<file path="src/rtl/store_queue_m_pkg.sv">
// Shared memory-access definitions: access-size encodings (same as the load path)
// and queue entry field widths.
package store_queue_m_pkg;

  localparam logic [1:0] MT_WORD = 2'b00;
  localparam logic [1:0] MT_HALF = 2'b01;
  localparam logic [1:0] MT_BYTE = 2'b11;

  localparam int unsigned DATA_W = 32;
  localparam int unsigned BE_W   = 4;

  function automatic logic [BE_W-1:0] byte_lane_be(input logic [1:0] lane);
    return 4'b0001 << lane;
  endfunction

endpackage

</file>
<file path="src/rtl/store_queue_m_if.sv">
// Memory-side drain bus of the store queue: the queue (master) presents its head
// entry; data RAM or the device bridge (slave) acknowledges it.
interface store_queue_m_if #(
  parameter int unsigned AW = 32
);
  logic          MemReq;
  logic [AW-3:0] MemAddr;
  logic [31:0]   MemWData;
  logic [3:0]    MemBE;
  logic          MemDevSel;
  logic          MemAck;

  modport master (
    output MemReq, MemAddr, MemWData, MemBE, MemDevSel,
    input  MemAck
  );

  modport slave (
    input  MemReq, MemAddr, MemWData, MemBE, MemDevSel,
    output MemAck
  );
endinterface

</file>
<file path="src/rtl/store_queue_m_lane_encoder.sv">
// store_lane_encoder: store size/address/data -> byte enables, replicated lane data
// and a misalignment flag (flag only raised when STORE_MISALIGN_TRAP_EN is defined).
module store_lane_encoder
  import store_queue_m_pkg::*;
(
  input  logic [1:0]        mem_type,
  input  logic [1:0]        addr_lo,
  input  logic [DATA_W-1:0] wdata,
  output logic [BE_W-1:0]   be,
  output logic [DATA_W-1:0] lane_data,
  output logic              misaligned
);

  logic misaligned_raw;

  // Word/half enables never depend on the ignored low bits, so the
  // force-aligned behaviour falls out when the trap is disabled.
  always_comb begin
    be             = 4'b1111;
    lane_data      = wdata;
    misaligned_raw = 1'b0;
    case (mem_type)
      MT_HALF: begin
        be             = addr_lo[1] ? 4'b1100 : 4'b0011;
        lane_data      = {2{wdata[15:0]}};
        misaligned_raw = addr_lo[0];
      end
      MT_BYTE: begin
        be             = byte_lane_be(addr_lo);
        lane_data      = {4{wdata[7:0]}};
        misaligned_raw = 1'b0;
      end
      default: begin
        be             = 4'b1111;
        lane_data      = wdata;
        misaligned_raw = (addr_lo != 2'b00);
      end
    endcase
  end

`ifdef STORE_MISALIGN_TRAP_EN
  assign misaligned = misaligned_raw;
`else
  logic unused_misaligned;
  assign unused_misaligned = misaligned_raw;
  assign misaligned        = 1'b0;
`endif

endmodule

</file>
<file path="src/rtl/store_queue_m.sv">
// Memory-stage store queue: encodes stores, buffers them in a DEPTH-entry FIFO and
// drains them over req/ack. Optional address-error trap via STORE_MISALIGN_TRAP_EN.
module store_queue_m
  import store_queue_m_pkg::*;
#(
  parameter int unsigned DEPTH = 4,
  parameter int unsigned AW    = 32
) (
  input  logic              clk,
  input  logic              reset,
  input  logic              MemWriteM,
  input  logic [1:0]        MemTypeM,
  input  logic [AW-1:0]     ALUOutM,
  input  logic [DATA_W-1:0] WriteDataM,
  input  logic              MemorySelectM,
  input  logic              FlushM,
  input  logic              LoadM,
  output logic              StallStoreM,
  output logic              QueueEmpty,
  output logic              AdESM,
  store_queue_m_if.master   mem
);

  localparam int unsigned PW = (DEPTH > 1) ? $clog2(DEPTH) : 1;
  localparam int unsigned CW = PW + 1;

  logic [AW-3:0]       addr_q [DEPTH];
  logic [DATA_W-1:0]   data_q [DEPTH];
  logic [BE_W-1:0]     be_q   [DEPTH];
  logic                sel_q  [DEPTH];

  logic [PW-1:0]       head;
  logic [PW-1:0]       tail;
  logic [CW-1:0]       count;

  logic [BE_W-1:0]     enc_be;
  logic [DATA_W-1:0]   enc_data;
  logic                misaligned;

  logic                full;
  logic                empty;
  logic                store_live;
  logic                push;
  logic                pop;
  logic                hazard;
  logic [PW-1:0]       offset;

  store_lane_encoder u_enc (
    .mem_type   (MemTypeM),
    .addr_lo    (ALUOutM[1:0]),
    .wdata      (WriteDataM),
    .be         (enc_be),
    .lane_data  (enc_data),
    .misaligned (misaligned)
  );

  assign full       = (count == CW'(DEPTH));
  assign empty      = (count == '0);
  assign store_live = MemWriteM & ~FlushM;
  assign AdESM      = store_live & misaligned;
  assign push       = store_live & ~full & ~AdESM;
  assign pop        = ~empty & mem.MemAck;

  // An entry is valid when its distance from head is below count; the head is
  // still compared in the cycle it is acked.
  always_comb begin
    hazard = 1'b0;
    offset = '0;
    for (int unsigned i = 0; i < DEPTH; i++) begin
      offset = PW'(i) - head;
      if (({1'b0, offset} < count) &&
          (addr_q[i] == ALUOutM[AW-1:2]) &&
          (sel_q[i] == MemorySelectM))
        hazard = 1'b1;
    end
  end

  assign StallStoreM = (store_live & full & ~AdESM) | (LoadM & hazard);
  assign QueueEmpty  = empty;

  always_ff @(posedge clk) begin
    if (reset) begin
      head  <= '0;
      tail  <= '0;
      count <= '0;
      for (int unsigned i = 0; i < DEPTH; i++) begin
        addr_q[i] <= '0;
        data_q[i] <= '0;
        be_q[i]   <= '0;
        sel_q[i]  <= 1'b0;
      end
    end else begin
      if (push) begin
        addr_q[tail] <= ALUOutM[AW-1:2];
        data_q[tail] <= enc_data;
        be_q[tail]   <= enc_be;
        sel_q[tail]  <= MemorySelectM;
        tail         <= tail + PW'(1);
      end
      if (pop)
        head <= head + PW'(1);
      case ({push, pop})
        2'b10:   count <= count + CW'(1);
        2'b01:   count <= count - CW'(1);
        default: count <= count;
      endcase
    end
  end

  assign mem.MemReq    = ~empty;
  assign mem.MemAddr   = addr_q[head];
  assign mem.MemWData  = data_q[head];
  assign mem.MemBE     = be_q[head];
  assign mem.MemDevSel = sel_q[head];

endmodule

</file>
<file path="src/flat_wrapper.sv">
// flat-port wrapper written by rule: the top's interface ports become plain ports
module store_queue_m_flat import store_queue_m_pkg::*;
#(
  parameter int unsigned DEPTH = 4,
  parameter int unsigned AW    = 32
)
  (clk, reset, MemWriteM, MemTypeM, ALUOutM, WriteDataM, MemorySelectM, FlushM, LoadM, StallStoreM, QueueEmpty, AdESM, mem_MemReq, mem_MemAddr, mem_MemWData, mem_MemBE, mem_MemDevSel, mem_MemAck);
  store_queue_m_if #(.AW(AW)) mem_i ();
  input  logic clk;
  input  logic reset;
  input  logic MemWriteM;
  input  logic [1:0] MemTypeM;
  input  logic [AW-1:0] ALUOutM;
  input  logic [DATA_W-1:0] WriteDataM;
  input  logic MemorySelectM;
  input  logic FlushM;
  input  logic LoadM;
  output logic StallStoreM;
  output logic QueueEmpty;
  output logic AdESM;
  output wire logic [$bits(mem_i.MemReq)-1:0] mem_MemReq;
  output wire logic [$bits(mem_i.MemAddr)-1:0] mem_MemAddr;
  output wire logic [$bits(mem_i.MemWData)-1:0] mem_MemWData;
  output wire logic [$bits(mem_i.MemBE)-1:0] mem_MemBE;
  output wire logic [$bits(mem_i.MemDevSel)-1:0] mem_MemDevSel;
  input wire logic [$bits(mem_i.MemAck)-1:0] mem_MemAck;
  assign mem_MemReq = mem_i.MemReq;
  assign mem_MemAddr = mem_i.MemAddr;
  assign mem_MemWData = mem_i.MemWData;
  assign mem_MemBE = mem_i.MemBE;
  assign mem_MemDevSel = mem_i.MemDevSel;
  assign mem_i.MemAck = mem_MemAck;
  store_queue_m #(.DEPTH(DEPTH), .AW(AW)) u_core (.clk(clk), .reset(reset), .MemWriteM(MemWriteM), .MemTypeM(MemTypeM), .ALUOutM(ALUOutM), .WriteDataM(WriteDataM), .MemorySelectM(MemorySelectM), .FlushM(FlushM), .LoadM(LoadM), .StallStoreM(StallStoreM), .QueueEmpty(QueueEmpty), .AdESM(AdESM), .mem(mem_i));
endmodule
</file>
<file path="config.mk">
export PLATFORM = sky130hd
export DESIGN_NAME = store_queue_m_flat
export DESIGN_NICKNAME = d
export VERILOG_FILES = /design/src/rtl/store_queue_m_pkg.sv /design/src/rtl/store_queue_m_if.sv /design/src/rtl/store_queue_m_lane_encoder.sv /design/src/rtl/store_queue_m.sv /design/src/flat_wrapper.sv
export SDC_FILE = /design/constraint.sdc
export NUM_CORES = 1
export LEC_CHECK = 0
export CAP_MARGIN = 0
export CORE_MARGIN = 2
export CORE_UTILIZATION = 52
export DETAILED_ROUTE_END_ITERATION = 7
export GPL_TIMING_DRIVEN = 1
export PLACE_DENSITY = 0.77
export SLEW_MARGIN = 20
export SYNTH_ARGS = -nofsm -noshare
export SYNTH_HDL_FRONTEND = slang
export SYNTH_SLANG_ARGS = --single-unit
</file>
<file path="constraint.sdc">
create_clock -name clk -period 4.05 [get_ports clk]
set_clock_uncertainty 0.1 [all_clocks]
set_input_delay 1.215 -clock clk [delete_from_list [all_inputs] [get_ports clk]]
set_output_delay 1.215 -clock clk [all_outputs]
set_load 0.005 [all_outputs]
</file>
==> results by group, run 1 <==
Run status
  • Outcome: finished with violations
  • Violated checks: setup timing

Setup path
  • Critical Path RT: 2.73 ns
  • Source of the worst register-to-register timing path: u_core.count[2]
  • Worst setup path startpoint: ALUOutM[11]
  • Kind of end point of the critical path: primary output
  • Worst setup path endpoint: StallStoreM
  • Arrival time of data at the critical path endpoint: 2.87 ns
  • Endpoint of the worst-slack reg-to-reg timing path: u_core.count[2]
  • Worst reg2reg path depth: 8
  • Element type at the critical path start: input pin
  • Type of the setup path with the least slack: in2out
  • CP max FO: 5
  • Worst-case register-to-register setup slack: 1.60 ns

Timing
  • Max Freq: 239 MHz
  • Setup violators final: 1
  • Worst Slack Setup Final: -0.136 ns
  • Slew @ Worst Pin: 0.878 ns
  • RSZ-0062 raised after global routing: true
  • Post-layout minimum cycle time: 4.19 ns
  • Count of final max-slew check failures: 0
  • Tightest slew margin relative to the limit: 0.415
  • Final period util: 1.03
  • Endpoints failing hold: 0

Clock tree
  • Root Buffer: sky130_fd_sc_hd__clkbuf_16
  • Clock edge transition at the registers on the reported setup and hold paths: 0.06 ns
  • Clock sinks: 277
  • Buffers from clock root to sink, at most: 3
  • CTS H-tree depth: 1
  • Number of CTS-inserted buffers: 30
  • CTS tree: done
  • Clock insertion delay at the later pin of the skew report: 0.56 ns

Synthesis
  • EDFF count, synth: 268
  • Yosys top cell by area: sky130_fd_sc_hd__edfxtp_1
  • Dominant register cell in the synthesized netlist: sky130_fd_sc_hd__edfxtp_1
  • Synthesis warning total: 0
  • Synthesis-stage register bit count: 277
  • Netlist Area Pre-Place: 13700 µm²
  • Post-synth top area share: 0.586
  • Most numerous cell in the Yosys netlist: sky130_fd_sc_hd__edfxtp_1
  • Synthesized instance count: 1024
  • Post-synthesis net count: 1103
  • Synth async-reset ratio: 0
  • Commonest cells in the netlist: 268 x sky130_fd_sc_hd__edfxtp_1, 145 x sky130_fd_sc_hd__nor2_1, 95 x sky130_fd_sc_hd__xor2_1, 67 x sky130_fd_sc_hd__mux4_2, 59 x sky130_fd_sc_hd__clkbuf_1
  • Number of distinct library cells after synthesis: 39
  • Average cell area after synthesis: 13.4 µm²
  • Synth top area cells: sky130_fd_sc_hd__edfxtp_1 59%, sky130_fd_sc_hd__mux4_2 11%, sky130_fd_sc_hd__xor2_1 6.1%
  • Sequential fraction of the synthesis area: 0.599

Global routing
  • Grt ovf: 0
  • First-pass GRT wire length: 54.9 mm
  • Antenna violations before repair: 0
  • Overall routing resource usage: 0.260
  • Pin count of the biggest net entering global routing: 61
  • Via count of the first global-routing pass: 9271

Pwr
  • Peak supply drop: 0.378 mV
  • Static leakage: 6.65 nW
  • Pwr/cell area: 496 nW/µm²

Place
  • GPL Wtd Cong: 0.886
  • Placed Instances: 1495
  • Pre-CTS setup slack: -1.27 ns
  • Number of port buffers: 142
  • Detailed Place HPWL: 23.0 mm

Detailed routing
  • Ratio of routed vias to standard cells: 5.72
  • DRT iter0 DRCs: 1078
  • Wirelength, routed: 35.9 mm
  • Count of unresolved DRC violations after routing: 0
  • Number of vias in the routed layout: 8917
  • Drt first pass iters: 5
  • Detail Route Antenna Nets: 0
  • Routed wire length per instance: 23.1 µm

Floorplanning
  • Chip Width: 167 µm
  • Die Ht: 167 µm
  • Die ar.: 27700 µm²
  • Number of top-level design ports: 144
  • Count of standard-cell rows: 59
  • Core Box Area: 26000 µm²
  • Effective utilization at floorplan: 0.529

Layout
  • N_diodes: 0
  • Layout net count: 1279
  • Final non-filler cell total: 1559
  • Share of final-layout standard cells stronger than drive strength 1: 0.270
  • Area growth from synthesis to layout: 27.5%

Flow run
  • Maximum capacitance violations: 0

Hold path
  • Hold crit path type: reg2reg
[metal layers]
layer  vias up  GRT usage  share of wire
met5         -          0              0
met3        79     0.0539          0.083
met4         0     0.0877          0.034
met1      4489      0.337           0.37
met2       399      0.441           0.51
li1       3950          -              -
[logic make-up after synthesis]
logic type	share of synthesized area
fa+ha+maj	0.00601
xor+xnor	0.0835
mux	0.127
other cells	0.000273
flops	0.599
compound gates	0.0125
simple gates	0.127
buf+inv	0.0443
[critical path, cell delays in order]
cell and delay, ns:
sky130_fd_sc_hd__clkdlybuf4s15_2 0.25, sky130_fd_sc_hd__xor2_1 0.22, sky130_fd_sc_hd__nor4_1 0.09, sky130_fd_sc_hd__o211ai_1 0.15
sky130_fd_sc_hd__nor4_2 0.09, sky130_fd_sc_hd__o41ai_2 0.52, sky130_fd_sc_hd__o21ai_1 0.17, sky130_fd_sc_hd__buf_2 0.16
[layout make-up]
cell class              instances  area (µm²)
inverters                      55         206
well taps                     335         419
clock inverters                24         328
clock buffers                  32         779
multi-input cells             605        5350
fillers                      1819        8470
repair buffers                231        2200
flip-flops and latches        277        8230
[placed cells by master (no fill, tap or decap), types with 3 or more instances in the layout]
master,Yosys,layout
sky130_fd_sc_hd__nor4_1,24,11
sky130_fd_sc_hd__mux4_2,67,67
sky130_fd_sc_hd__buf_6,2,13
sky130_fd_sc_hd__and2_1,41,41
sky130_fd_sc_hd__clkbuf_16,0,31
sky130_fd_sc_hd__inv_1,55,54
sky130_fd_sc_hd__buf_2,15,19
sky130_fd_sc_hd__ha_1,5,5
sky130_fd_sc_hd__xor2_4,0,6
sky130_fd_sc_hd__bufinv_16,0,8
sky130_fd_sc_hd__clkinv_2,0,11
sky130_fd_sc_hd__edfxtp_1,268,268
sky130_fd_sc_hd__mux2i_1,24,24
sky130_fd_sc_hd__nand4_1,12,12
sky130_fd_sc_hd__nor3_1,31,29
sky130_fd_sc_hd__dfxtp_1,9,6
sky130_fd_sc_hd__clkdlybuf4s50_1,0,110
sky130_fd_sc_hd__xnor2_1,36,34
sky130_fd_sc_hd__nor2_1,145,144
sky130_fd_sc_hd__nor2_4,20,21
sky130_fd_sc_hd__o21ai_0,11,10
sky130_fd_sc_hd__xor2_1,95,68
sky130_fd_sc_hd__nand2b_4,0,3
sky130_fd_sc_hd__buf_12,2,13
sky130_fd_sc_hd__o211ai_1,4,4
sky130_fd_sc_hd__or2_2,9,9
sky130_fd_sc_hd__clkdlybuf4s15_2,0,5
sky130_fd_sc_hd__nor4_2,0,11
sky130_fd_sc_hd__nand2_1,54,54
sky130_fd_sc_hd__a21oi_1,6,6
sky130_fd_sc_hd__xor2_2,0,21
sky130_fd_sc_hd__buf_4,1,68
sky130_fd_sc_hd__nand2b_2,1,3
[how the worst min path moves through the flow]
stage | depth (start not counted) | end | startpoint | slack (ns)
2_1_floorplan | 2 | u_core.count[1] | u_core.count[1] | 0.42
5_1_grt | 2 | u_core.count[1] | u_core.count[1] | 0.49
4_1_cts | 2 | u_core.count[1] | u_core.count[1] | 0.47
3_5_place_dp | 2 | u_core.count[1] | u_core.count[1] | 0.46
3_3_place_gp | 2 | u_core.count[1] | u_core.count[1] | 0.45
6_report | 2 | u_core.count[1] | u_core.count[1] | 0.44
[power by group]
| part | switching [mW] | total, mW | leakage, nW | internal (mW) |
|---|---|---|---|---|
| sequential | 0.124 | 3.46 | 2.85 | 3.34 |
| clock | 1.13 | 3.03 | 0.551 | 1.90 |
| combinational | 1.03 | 2.20 | 3.25 | 1.17 |
[state kept, by name (all words and copies together) (netlist names), named ones only]
name	cells
u_core.sel_q	4
u_core.be_q	16
u_core.tail	2
u_core.data_q	128
u_core.head	2
u_core.addr_q	120
u_core.count	3
[stage by stage]
stage               instance area, µm²  TNS (ns)  hold slack (ns)  total power [mW]  utilization
floorplan                        13700         0            0.416              4.65            -
global placement                 16000     -1.26            0.446              5.65        0.616
detailed placement               16000     -1.27            0.459              5.68        0.616
CTS                              17400    -0.152            0.469              8.73        0.669
global route                     17500    -0.198            0.491              9.01        0.674
finish                           17500    -0.136            0.439              8.69        0.674
[repair_timing]
item                                    in CTS  in global routing
pin swaps                                   18                 12
buffers inserted                             6                  3
resized for setup                          173                 29
hold buffers                                 0                  0
endpoints found under the setup margin       1                  1
Power figures use the tool's default switching activity.
==> run 2, diff against run 1 <==
REMOVE_ABC_BUFFERS = 1   (was unset)
==> results by group, run 2 (synthesis gave the netlist of run 1 again) <==
Place
  • GPL Wtd Cong: 0.909 (+2.5%)
  • Detailed Place HPWL: 22.2 mm (-3.4%)
  • Pre-CTS setup slack: -1.01 ns (+0.253 ns)
  • Number of port buffers: 142 (unchanged)
  • Area of placed instances: 16000 µm² (about the same)

Global routing
  • First-pass GRT wire length: 53.4 mm (-2.7%)
  • Overall routing resource usage: 0.250 (-0.00973)
  • Via count of the first global-routing pass: 9304 (+0.36%)
  • Pin count of the biggest net entering global routing: 61 (unchanged)
  • Grt ovf: 0 (unchanged)
  • Antenna violations before repair: 2 (+2)

Layout
  • Number of fillers in the final layout: 1835 (+0.88%)
  • Flip-flop count of the largest register after layout: 128 (unchanged)
  • Register containing the most flip-flops in the final layout: u_core.data_q
  • Most common library cell in the layout ignoring fill and taps: sky130_fd_sc_hd__edfxtp_1
  • Top Registers: u_core.data_q (128), u_core.addr_q (120), u_core.be_q (16)
  • Layout net count: 1276 (-0.23%)
  • Post-layout instance area: 17200 µm² (-1.7%)
  • Area growth from synthesis to layout: 25.3%
  • Most used cells in the layout excluding fill and tap cells: 268 x sky130_fd_sc_hd__edfxtp_1, 144 x sky130_fd_sc_hd__nor2_1, 110 x sky130_fd_sc_hd__clkdlybuf4s50_1
  • Share of final-layout standard cells stronger than drive strength 1: 0.253 (-0.0165)

Setup path
  • Arrival time of data at the critical path endpoint: 2.90 ns (+0.03 ns)
  • Critical Path RT: 2.73 ns (about the same)
  • Worst reg2reg path depth: 8 (unchanged)
  • Worst-case register-to-register setup slack: 1.57 ns (-0.03 ns)
  • Source of the worst register-to-register timing path: u_core.count[2]
  • Kind of end point of the critical path: primary output
  • Element type at the critical path start: input pin
  • Endpoint of the worst-slack reg-to-reg timing path: u_core.count[2]
  • Type of the setup path with the least slack: in2out
  • CP max FO: 5 (unchanged)

Floorplanning
  • Count of standard-cell rows: 59 (unchanged)
  • Die Ht: 167 µm (unchanged)
  • Chip Width: 167 µm (unchanged)
  • Die ar.: 27700 µm² (unchanged)
  • Number of top-level design ports: 144 (unchanged)
  • Effective utilization at floorplan: 0.529 (unchanged)
  • Core Box Area: 26000 µm² (unchanged)

Detailed routing
  • Detail Route Antenna Nets: 0 (unchanged)
  • Ratio of routed vias to standard cells: 5.69 (-0.44%)
  • DRT iter0 DRCs: 786 (-27%)
  • Count of unresolved DRC violations after routing: 0 (unchanged)
  • Number of vias in the routed layout: 8849 (-0.76%)
  • Wirelength, routed: 34.9 mm (-2.9%)
  • Routed wire length per instance: 22.4 µm (-2.6%)
  • Drt first pass iters: 5 (unchanged)

Run status
  • Violated checks: setup timing
  • Outcome: finished with violations

Clock tree
  • Clock insertion delay at the later pin of the skew report: 0.53 ns (-0.03 ns)
  • Number of CTS-inserted buffers: 29 (-3.3%)
  • Clock edge transition at the registers on the reported setup and hold paths: 0.06 ns (about the same)
  • Clock sinks: 277 (unchanged)
  • Root Buffer: sky130_fd_sc_hd__clkbuf_16
  • CTS H-tree depth: 1 (unchanged)
  • CTS tree: done
  • Buffers from clock root to sink, at most: 3 (unchanged)
  • Hold-fix buffers, CTS: 0 (unchanged)

Timing
  • Slew @ Worst Pin: 0.917 ns (+0.0385 ns)
  • Final period util: 1.04 (+0.00694)
  • Post-layout minimum cycle time: 4.21 ns (+0.0281 ns)
  • RSZ-0062 raised after global routing: true
  • Setup violators final: 1 (unchanged)
  • Max Freq: 237 MHz (-0.67%)
  • Count of final max-slew check failures: 0 (unchanged)
  • Tightest slew margin relative to the limit: 0.389 (-0.0257)
  • Endpoints failing hold: 0 (unchanged)
  • Worst Slack Setup Final: -0.164 ns (-0.0281 ns)

Pwr
  • Peak supply drop: 0.340 mV (-10%)
  • Static leakage: 6.56 nW (-1.4%)
  • Pwr/cell area: 476 nW/µm² (-4.2%)

Flow run
  • Maximum capacitance violations: 0 (unchanged)

Hold path
  • Hold crit path type: reg2reg
  • Destination of the worst hold path: u_core.count[1]
  • Startpoint of the most critical hold path: u_core.count[1]
  • Worst hold path stage count: 2 (unchanged)
==> run 2: worst max-delay path: stages <==
cell and delay [ns]:
sky130_fd_sc_hd__buf_6 0.10, sky130_fd_sc_hd__buf_4 0.16, sky130_fd_sc_hd__xor2_1 0.18, sky130_fd_sc_hd__nor4_1 0.37
sky130_fd_sc_hd__o211ai_1 0.21, sky130_fd_sc_hd__nor4_4 0.29, sky130_fd_sc_hd__o41ai_4 0.14, sky130_fd_sc_hd__o21ai_1 0.09
sky130_fd_sc_hd__buf_2 0.13
==> run 2: worst max-delay path by stage <==
stage | from | endpoint | slack (ns) | depth (start not counted)
final | ALUOutM[11] | StallStoreM | -0.16 | 9
after global routing | ALUOutM[11] | StallStoreM | -0.25 | 9
after CTS | ALUOutM[11] | StallStoreM | -0.07 | 10
after detailed placement | ALUOutM[3] | StallStoreM | -1.01 | 9
after global placement | ALUOutM[26] | StallStoreM | -1.05 | 10
after floorplan | FlushM | u_core.addr_q[0][0] | -1.90 | 5
==> run 2: repair_timing <==
| action | in CTS | in global routing |
|---|---|---|
| pin swaps | 32 | 4 |
| gates resized for setup | 180 | 15 |
| buffers inserted | 6 | 1 |
| setup endpoints to repair | 1 | 1 |
==> run 2: stage by stage <==
stage / instances / TNS, ns / util / hold WS (ns) / power [mW]
floorplan: 937 / -251.81 / - / 0.416 / 4.61
global placement: 1496 / -1.05 / 0.615 / 0.442 / 5.67
detailed placement: 1496 / -1.01 / 0.615 / 0.450 / 5.68
CTS: 1551 / -0.0673 / 0.658 / 0.466 / 8.24
global route: 1553 / -0.248 / 0.663 / 0.498 / 8.51
finish: 1554 / -0.164 / 0.663 / 0.463 / 8.19
==> run 2: where the power goes <==
group	internal, mW	total (mW)	switching, mW
combinational	1.18	2.14	0.964
clock	1.48	2.55	1.06
sequential	3.34	3.51	0.167
total	6.00	8.19	2.20
==> run 2: layout make-up <==
class / instances / area [µm²] / share of cell area
Sequential cell: 277 / 8240 / 0.478
Multi-Input combinational cell: 605 / 5330 / 0.310
Timing Repair Buffer: 229 / 2130 / 0.124
Clock buffer: 44 / 802 / 0.0466
Tap cell: 335 / 419 / 0.0243
Inverter: 55 / 206 / 0.0120
Clock inverter: 7 / 87.6 / 0.00509
Antenna cell: 2 / 5.00 / 0.000291
==> run 2: layer usage <==
layer  global-route usage  part of all wire  wire (µm)
met5                    0                 0          0
met2                0.417              0.49      17200
met4               0.0693             0.026        901
met1                0.336              0.39      13700
met3               0.0542             0.086       3010
